File: src/rtl/link_table_requester_pkg.sv
// Shared definitions for the link-table requester.
// Order type codes are the same encodings the linked-list table manager uses
// on order_type, so commands pass through to the manager unchanged.
// The FSM state encoding is shared here so benches and debug logic can decode it.
package link_table_requester_pkg;

   localparam logic [1:0] APPE = 2'd0;
   localparam logic [1:0] DELE = 2'd1;
   localparam logic [1:0] CHAG = 2'd2;
   localparam logic [1:0] READ = 2'd3;

   typedef enum logic [2:0] {
      ST_IDLE  = 3'd0,
      ST_ISSUE = 3'd1,
      ST_WAIT  = 3'd2,
      ST_DRAIN = 3'd3,
      ST_RESP  = 3'd4
   } req_state_e;

endpackage

File: src/rtl/link_table_cmd_fifo.sv
// Host command FIFO for the link-table requester.
// Ports:
//   clk, rst_n   : clock, asynchronous active-low reset (pointers/count only)
//   i_push       : write i_push_data (ignored when full)
//   i_pop        : drop the head entry (ignored when empty)
//   o_full       : occupancy == depth, combinational from the counter
//   o_empty      : occupancy == 0
//   o_head       : oldest entry, read straight from the storage registers
module link_table_cmd_fifo
   import link_table_requester_pkg::*;
#(
   parameter int WIDTH      = 42,
   parameter int DEPTH_LOG2 = 2
) (
   input  logic             clk,
   input  logic             rst_n,
   input  logic             i_push,
   input  logic [WIDTH-1:0] i_push_data,
   input  logic             i_pop,
   output logic             o_full,
   output logic             o_empty,
   output logic [WIDTH-1:0] o_head
);

   localparam int DEPTH = 1 << DEPTH_LOG2;

   logic [WIDTH-1:0]      r_mem [DEPTH];
   logic [DEPTH_LOG2-1:0] r_wr_ptr;
   logic [DEPTH_LOG2-1:0] r_rd_ptr;
   logic [DEPTH_LOG2:0]   r_count;
   logic                  w_push_ok;
   logic                  w_pop_ok;

   // Count never exceeds DEPTH, so its MSB alone marks full.
   assign o_full    = r_count[DEPTH_LOG2];
   assign o_empty   = (r_count == '0);
   assign o_head    = r_mem[r_rd_ptr];
   assign w_push_ok = i_push && !o_full;
   assign w_pop_ok  = i_pop && !o_empty;

   always_ff @(posedge clk or negedge rst_n) begin
      if (!rst_n) begin
         r_wr_ptr <= '0;
         r_rd_ptr <= '0;
         r_count  <= '0;
      end else begin
         if (w_push_ok) r_wr_ptr <= r_wr_ptr + 1'b1;
         if (w_pop_ok)  r_rd_ptr <= r_rd_ptr + 1'b1;
         case ({w_push_ok, w_pop_ok})
            2'b10:   r_count <= r_count + 1'b1;
            2'b01:   r_count <= r_count - 1'b1;
            default: r_count <= r_count;
         endcase
      end
   end

   // Storage holds data only; stale entries are unreachable after reset.
   always_ff @(posedge clk) begin
      if (w_push_ok) r_mem[r_wr_ptr] <= i_push_data;
   end

endmodule

File: src/rtl/link_table_requester.sv
// Initiator for the linked-list table manager's order/dout protocol.
// Host commands are queued in a small FIFO, issued one at a time as orders,
// and each manager result (or a watchdog timeout) is returned on the response port.
// Ports:
//   cmd_*   : host command in (cmd_busy = FIFO full)
//   order_* : order out to the manager
//   dout_*  : result in from the manager
//   resp_*  : completion out to the host (resp_err on failure or timeout)
//   timeout_flag : sticky timeout indicator, err_count : saturating error count
module link_table_requester
   import link_table_requester_pkg::*;
#(
   parameter int ADDR_WIDTH     = 16,
   parameter int DATA_WIDTH     = 16,
   parameter int TABLE_WIDTH    = 8,
   parameter int CMD_DEPTH_LOG2 = 2,
   parameter int TIMEOUT_CYCLES = 1024
) (
   input  logic                   clk,
   input  logic                   rst_n,
   input  logic                   cmd_valid,
   output logic                   cmd_busy,
   input  logic [1:0]             cmd_type,
   input  logic [TABLE_WIDTH-1:0] cmd_table,
   input  logic [ADDR_WIDTH-1:0]  cmd_node,
   input  logic [DATA_WIDTH-1:0]  cmd_data,
   output logic                   order_valid,
   input  logic                   order_busy,
   output logic [1:0]             order_type,
   output logic [TABLE_WIDTH-1:0] order_table,
   output logic [ADDR_WIDTH-1:0]  order_node,
   output logic [DATA_WIDTH-1:0]  order_data,
   input  logic                   dout_valid,
   output logic                   dout_busy,
   input  logic [DATA_WIDTH-1:0]  dout_data,
   output logic                   resp_valid,
   input  logic                   resp_busy,
   output logic [1:0]             resp_type,
   output logic [DATA_WIDTH-1:0]  resp_data,
   output logic                   resp_err,
   output logic                   timeout_flag,
   output logic [7:0]             err_count
);

   localparam int CMD_W = 2 + TABLE_WIDTH + ADDR_WIDTH + DATA_WIDTH;
   localparam int WD_W  = $clog2(TIMEOUT_CYCLES);
   localparam logic [WD_W-1:0] WD_LAST = WD_W'(TIMEOUT_CYCLES - 1);

   req_state_e             r_state, w_state_nxt;
   logic                   w_pop, w_full, w_empty;
   logic [CMD_W-1:0]       w_head;
   logic                   w_order_xfer, w_dout_xfer, w_resp_xfer, w_timeout;

   logic                   r_order_valid;
   logic [1:0]             r_order_type;
   logic [TABLE_WIDTH-1:0] r_order_table;
   logic [ADDR_WIDTH-1:0]  r_order_node;
   logic [DATA_WIDTH-1:0]  r_order_data;
   logic                   r_dout_busy;
   logic                   r_resp_valid;
   logic [1:0]             r_resp_type;
   logic [DATA_WIDTH-1:0]  r_resp_data;
   logic                   r_resp_err;
   logic                   r_timeout_flag;
   logic [7:0]             r_err_count;
   logic [WD_W-1:0]        r_wdog;
   logic                   r_drain_dout;   // late dout has been absorbed
   logic                   r_drain_resp;   // timeout response has been taken

   // Manager reports 1 for success, 0 for fatal; read data is passed through.
   function automatic logic is_fail(input logic [1:0] ty, input logic [DATA_WIDTH-1:0] d);
      return (ty != READ) && (d == '0);
   endfunction

   function automatic logic [7:0] sat_inc(input logic [7:0] v);
      return (v == 8'hFF) ? v : v + 8'd1;
   endfunction

   link_table_cmd_fifo #(
      .WIDTH      (CMD_W),
      .DEPTH_LOG2 (CMD_DEPTH_LOG2)
   ) u_cmd_fifo (
      .clk         (clk),
      .rst_n       (rst_n),
      .i_push      (cmd_valid),
      .i_push_data ({cmd_type, cmd_table, cmd_node, cmd_data}),
      .i_pop       (w_pop),
      .o_full      (w_full),
      .o_empty     (w_empty),
      .o_head      (w_head)
   );

   assign cmd_busy     = w_full;
   assign w_order_xfer = r_order_valid && !order_busy;
   assign w_dout_xfer  = dout_valid && !r_dout_busy;
   assign w_resp_xfer  = r_resp_valid && !resp_busy;
   assign w_timeout    = (r_wdog == WD_LAST);

   always_ff @(posedge clk or negedge rst_n) begin
      if (!rst_n) r_state <= ST_IDLE;
      else        r_state <= w_state_nxt;
   end

   always_comb begin
      w_state_nxt = r_state;
      w_pop       = 1'b0;
      case (r_state)
         ST_IDLE: begin
            if (!w_empty) begin
               w_pop       = 1'b1;
               w_state_nxt = ST_ISSUE;
            end
         end
         ST_ISSUE: if (w_order_xfer) w_state_nxt = ST_WAIT;
         ST_WAIT: begin
            // A result arriving in the timeout cycle is a normal completion.
            if (w_dout_xfer)    w_state_nxt = ST_RESP;
            else if (w_timeout) w_state_nxt = ST_DRAIN;
         end
         ST_DRAIN: begin
            // Leave only when both the stale result and our response are gone,
            // so the manager never sees a second outstanding order.
            if ((r_drain_dout || w_dout_xfer) && (r_drain_resp || w_resp_xfer))
               w_state_nxt = ST_IDLE;
         end
         ST_RESP: if (w_resp_xfer) w_state_nxt = ST_IDLE;
         default: w_state_nxt = ST_IDLE;
      endcase
   end

   always_ff @(posedge clk or negedge rst_n) begin
      if (!rst_n) begin
         r_order_valid  <= 1'b0;
         r_order_type   <= '0;
         r_order_table  <= '0;
         r_order_node   <= '0;
         r_order_data   <= '0;
         r_dout_busy    <= 1'b1;
         r_resp_valid   <= 1'b0;
         r_resp_type    <= '0;
         r_resp_data    <= '0;
         r_resp_err     <= 1'b0;
         r_timeout_flag <= 1'b0;
         r_err_count    <= '0;
         r_wdog         <= '0;
         r_drain_dout   <= 1'b0;
         r_drain_resp   <= 1'b0;
      end else begin
         if (w_resp_xfer) begin
            r_resp_valid <= 1'b0;
            if (r_resp_err) r_err_count <= sat_inc(r_err_count);
         end
         case (r_state)
            ST_IDLE: begin
               if (w_pop) begin
                  {r_order_type, r_order_table, r_order_node, r_order_data} <= w_head;
                  r_order_valid <= 1'b1;
               end
            end
            ST_ISSUE: begin
               if (w_order_xfer) begin
                  r_order_valid <= 1'b0;
                  r_dout_busy   <= 1'b0;
                  r_wdog        <= '0;
               end
            end
            ST_WAIT: begin
               r_wdog <= r_wdog + 1'b1;
               if (w_dout_xfer) begin
                  r_dout_busy  <= 1'b1;
                  r_resp_valid <= 1'b1;
                  r_resp_type  <= r_order_type;
                  r_resp_data  <= dout_data;
                  r_resp_err   <= is_fail(r_order_type, dout_data);
               end else if (w_timeout) begin
                  // dout_busy stays low so the late result can be drained.
                  r_resp_valid   <= 1'b1;
                  r_resp_type    <= r_order_type;
                  r_resp_data    <= '0;
                  r_resp_err     <= 1'b1;
                  r_timeout_flag <= 1'b1;
                  r_drain_dout   <= 1'b0;
                  r_drain_resp   <= 1'b0;
               end
            end
            ST_DRAIN: begin
               if (w_dout_xfer) begin
                  r_dout_busy  <= 1'b1;
                  r_drain_dout <= 1'b1;
               end
               if (w_resp_xfer) r_drain_resp <= 1'b1;
            end
            default: ;
         endcase
      end
   end

   assign order_valid  = r_order_valid;
   assign order_type   = r_order_type;
   assign order_table  = r_order_table;
   assign order_node   = r_order_node;
   assign order_data   = r_order_data;
   assign dout_busy    = r_dout_busy;
   assign resp_valid   = r_resp_valid;
   assign resp_type    = r_resp_type;
   assign resp_data    = r_resp_data;
   assign resp_err     = r_resp_err;
   assign timeout_flag = r_timeout_flag;
   assign err_count    = r_err_count;

endmodule
File: config.mk
export PLATFORM = sky130hd
export DESIGN_NAME = link_table_requester
export DESIGN_NICKNAME = d
export VERILOG_FILES = /design/src/rtl/link_table_requester_pkg.sv /design/src/rtl/link_table_cmd_fifo.sv /design/src/rtl/link_table_requester.sv
export SDC_FILE = /design/constraint.sdc
export NUM_CORES = 1
export LEC_CHECK = 0
export CAP_MARGIN = 10
export CORE_MARGIN = 3
export CORE_UTILIZATION = 40
export CTS_CLUSTER_SIZE = 24
export DETAILED_ROUTE_END_ITERATION = 16
export GPL_TIMING_DRIVEN = 1
export SLEW_MARGIN = 20
export SYNTH_ARGS = -nofsm -noshare
export SYNTH_HDL_FRONTEND = slang
export SYNTH_SLANG_ARGS = --single-unit
File: constraint.sdc
create_clock -name clk -period 3.15 [get_ports clk]
set_input_delay 0.7875 -clock clk [delete_from_list [all_inputs] [get_ports clk]]
set_output_delay 0.7875 -clock clk [all_outputs]
set_load 0.05 [all_outputs]
==> results.json <==
{
  "status": "finished clean",
  "end_kind": "primary output",
  "synthDistinctLibCells": 49,
  "cp_max_fo": 4,
  "clock.fmax_ghz": 0.376,
  "overflow": 0,
  "ctsHoldBuffers": 0,
  "vdd_drop_max_uv": 597,
  "hpwl_microns": 13200,
  "yosysSeqAreaShare": 0.735,
  "synthCells": 537,
  "cts_sinks": 263,
  "rsz0062_at_grt": "no",
  "antenna_found_initial": 2,
  "maxSlewHeadroom": 0.538,
  "final_cell_mix": "edfxtp_1, clkdlybuf4s50_1, dfrtp_1, mux2_2, mux4_2",
  "drc_errors": 0,
  "postCtsSetupBuffers": 0,
  "layout_min_cycle_time_ns": 2.66,
  "power_frac_clock": 0.259,
  "drive_gt1_frac": 0.230,
  "maxCapViolations": 0,
  "root_buffer": "clkbuf_16",
  "final_common_cell": "edfxtp_1",
  "portBuffers": 137,
  "first_global_vias": 5766,
  "power_leakage_nw": 4.77,
  "initial_core_util": 0.411,
  "fp.dieW_microns": 165,
  "io-pin-count": 138,
  "combPwrFrac": 0.363,
  "drt_first_iter_violations": 317,
  "min_path_type": "in2async",
  "swShare": 0.345,
  "fin_worst_skew_ns": 0.00932,
  "synth.top_cell.area_share": 0.500,
  "fin_setup_tns_ns": 0,
  "syn_nets": 609,
  "viasPerCell": 5.16,
  "first_pass_iters": 4,
  "cts_buffer_depth": 3,
  "grt_usage": 0.151,
  "grt_pass1_wl_microns": 31900,
  "dieArea_sq_um": 27200,
  "antenna_cells": 0,
  "rr_worst_depth": 8,
  "cts_resized": 0,
  "crit_path_top_delay_cell": "clkdlybuf4s50_1",
  "antenna_left": 0,
  "synth_edf_count": 168,
  "cp.arrival_ns": 1.87,
  "tightest_slew_ns": 0.692,
  "syn_area_sq_um": 10100,
  "layout.nets": 768,
  "routabilityCongestion": 0.808,
  "wl_per_cell_microns": 19.2,
  "worst-path-stages": 1,
  "finalHoldViolCount": 0,
  "power.density_nw_per_um2": 1040,
  "critPathBufInv": 1,
  "grt_max_degree": 61,
  "internal_power_w": 0.00882,
  "worstPathRequired_ns": 2.36,
  "cpPeakStageDelay_ns": 0.80,
  "clk_latency_ns": 0.52,
  "coreArea_sq_um": 24500,
  "path_cells": "clkdlybuf4s50_1",
  "die_h_microns": 165,
  "vias": 5380,
  "met1_length_microns": 8490,
  "synthArstFlopShare": 0.361,
  "htreeDepth": 1,
  "path_delay_family": "buffers and inverters",
  "areaGrowthSynthToFinish_pct": 28.5,
  "fp-row-count": 57,
  "whs_ns": 0.229,
  "wl_met2_microns": 9850,
  "startpoint_type": "register",
  "dr.max_layer_used": "met5",
  "seqPwrFrac": 0.378,
  "worstSetupPathType": "reg2out",
  "slew_violations": 0,
  "synth_area_leaders": "edfxtp_1, dfrtp_1, mux4_2, mux2_2, a22o_1",
  "setup_viol": 0,
  "cts_tree": "yes",
  "synth_area_per_cell_sq_um": 18.8,
  "ys.warnings.count": 0,
  "wl_microns": 20000,
  "synth_ff_type": "edfxtp_1",
  "finalCritPeriodShare": 0.844,
  "ys_seq_elements": 263,
  "clk_transition_reported_paths_ns": 0.06,
  "wl_met3_microns": 1380,
  "numCtsBuffers": 28,
  "yosys.area.top_type": "edfxtp_1",
  "netSwitchingPower_w": 0.00465
}
-- kinds of logic (layout without fill, tap and decap cells) --
family	Yosys count	count (layout)	synth area share
DFF	263	263	0.735
muxes	89	89	0.147
and+or+nand+nor	79	79	0.0430
AOI/OAI and AO/OA	49	49	0.0351
buffers and inverters	36	217	0.0179
xor gates and xnor gates	13	13	0.0113
adders and majority gates	8	8	0.0107
-- layer usage --
| layer | track usage | vias up |
|---|---|---|
| li1 | - | 2420 |
| met1 | 0.198 | 2770 |
| met2 | 0.254 | 156 |
| met3 | 0.0409 | 30 |
| met4 | 0.0290 | 4 |
| met5 | 0 | - |
-- flip-flops by register name (all words and copies together), names as in the netlist, 2 cells and up --
name,flops
order_table,8
r_wdog,10
r_state,3
u_cmd_fifo.r_wr_ptr,2
u_cmd_fifo.r_count,3
u_cmd_fifo.r_mem,168
resp_type,2
err_count,8
resp_data,16
order_type,2
u_cmd_fifo.r_rd_ptr,2
order_data,16
order_node,16
-- path summary, 6_finish.rpt --
| kind | slack (ns) | startpoint | end |
|---|---|---|---|
| max | 0.49 | dout_busy | dout_busy |
| min reg2reg | 0.48 | timeout_flag | timeout_flag |
| min in group clk | 0.48 | timeout_flag | timeout_flag |
| min | 0.23 | rst_n | resp_data[1] |
| max in group asynchronous | 2.15 | rst_n | dout_busy |
| max reg2reg | 0.82 | r_state[0] | u_cmd_fifo.r_count[2] |
-- power by group through the flow --
| stage | Sequential [W] | Combinational [W] | Clock, W |
|---|---|---|---|
| 6_report | 0.00509 | 0.00489 | 0.00349 |
| 3_3_place_gp | 0.00514 | 0.00489 | 0 |
| 3_5_place_dp | 0.00517 | 0.00496 | 0 |
| 2_1_floorplan | 0.00633 | 0.00214 | 0 |
| 5_1_grt | 0.00522 | 0.00521 | 0.00373 |
| 4_1_cts | 0.00511 | 0.00498 | 0.00358 |
-- Yosys cell counts, types with 2 or more instances --
library cell	n
edfxtp_1	168
dfrtp_1	94
mux2_2	43
mux4_2	42
nand2_1	20
a22o_1	17
nand3_1	13
inv_1	11
o21ai_0	10
buf_2	9
nor2_1	9
xor2_1	8
clkbuf_1	7
ha_1	7
a21oi_1	6
a31oi_1	6
and2_1	6
buf_4	5
nor2b_1	5
nor3_1	5
xnor2_1	5
nand4_1	4
nor4_1	4
and3_1	2
and4_1	2
buf_6	2
mux2_4	2
mux2i_1	2
nand2b_1	2
nor3b_1	2
-- metrics by stage --
stage	util	instances	setup WS, ns	instance area [sq um]	power [W]
after floorplan	-	537	0.551	10100	0.00847
after global placement	0.488	990	0.527	12000	0.0100
after detailed placement	0.488	990	0.442	12000	0.0101
after CTS	0.529	1042	0.456	13000	0.0137
after global routing	0.529	1042	0.424	13000	0.0142
final	0.529	1042	0.492	13000	0.0135
-- cell type report --
type | instances | area, sq um
fillers | 2000 | 11600
inverters | 12 | 45.0
multi-input cells | 238 | 2490
repair buffers | 153 | 1590
well taps | 324 | 405
clock buffers | 34 | 774
clock inverters | 18 | 236
flip-flops and latches | 263 | 7430
Note: power is estimated with default switching activity, not from simulation.
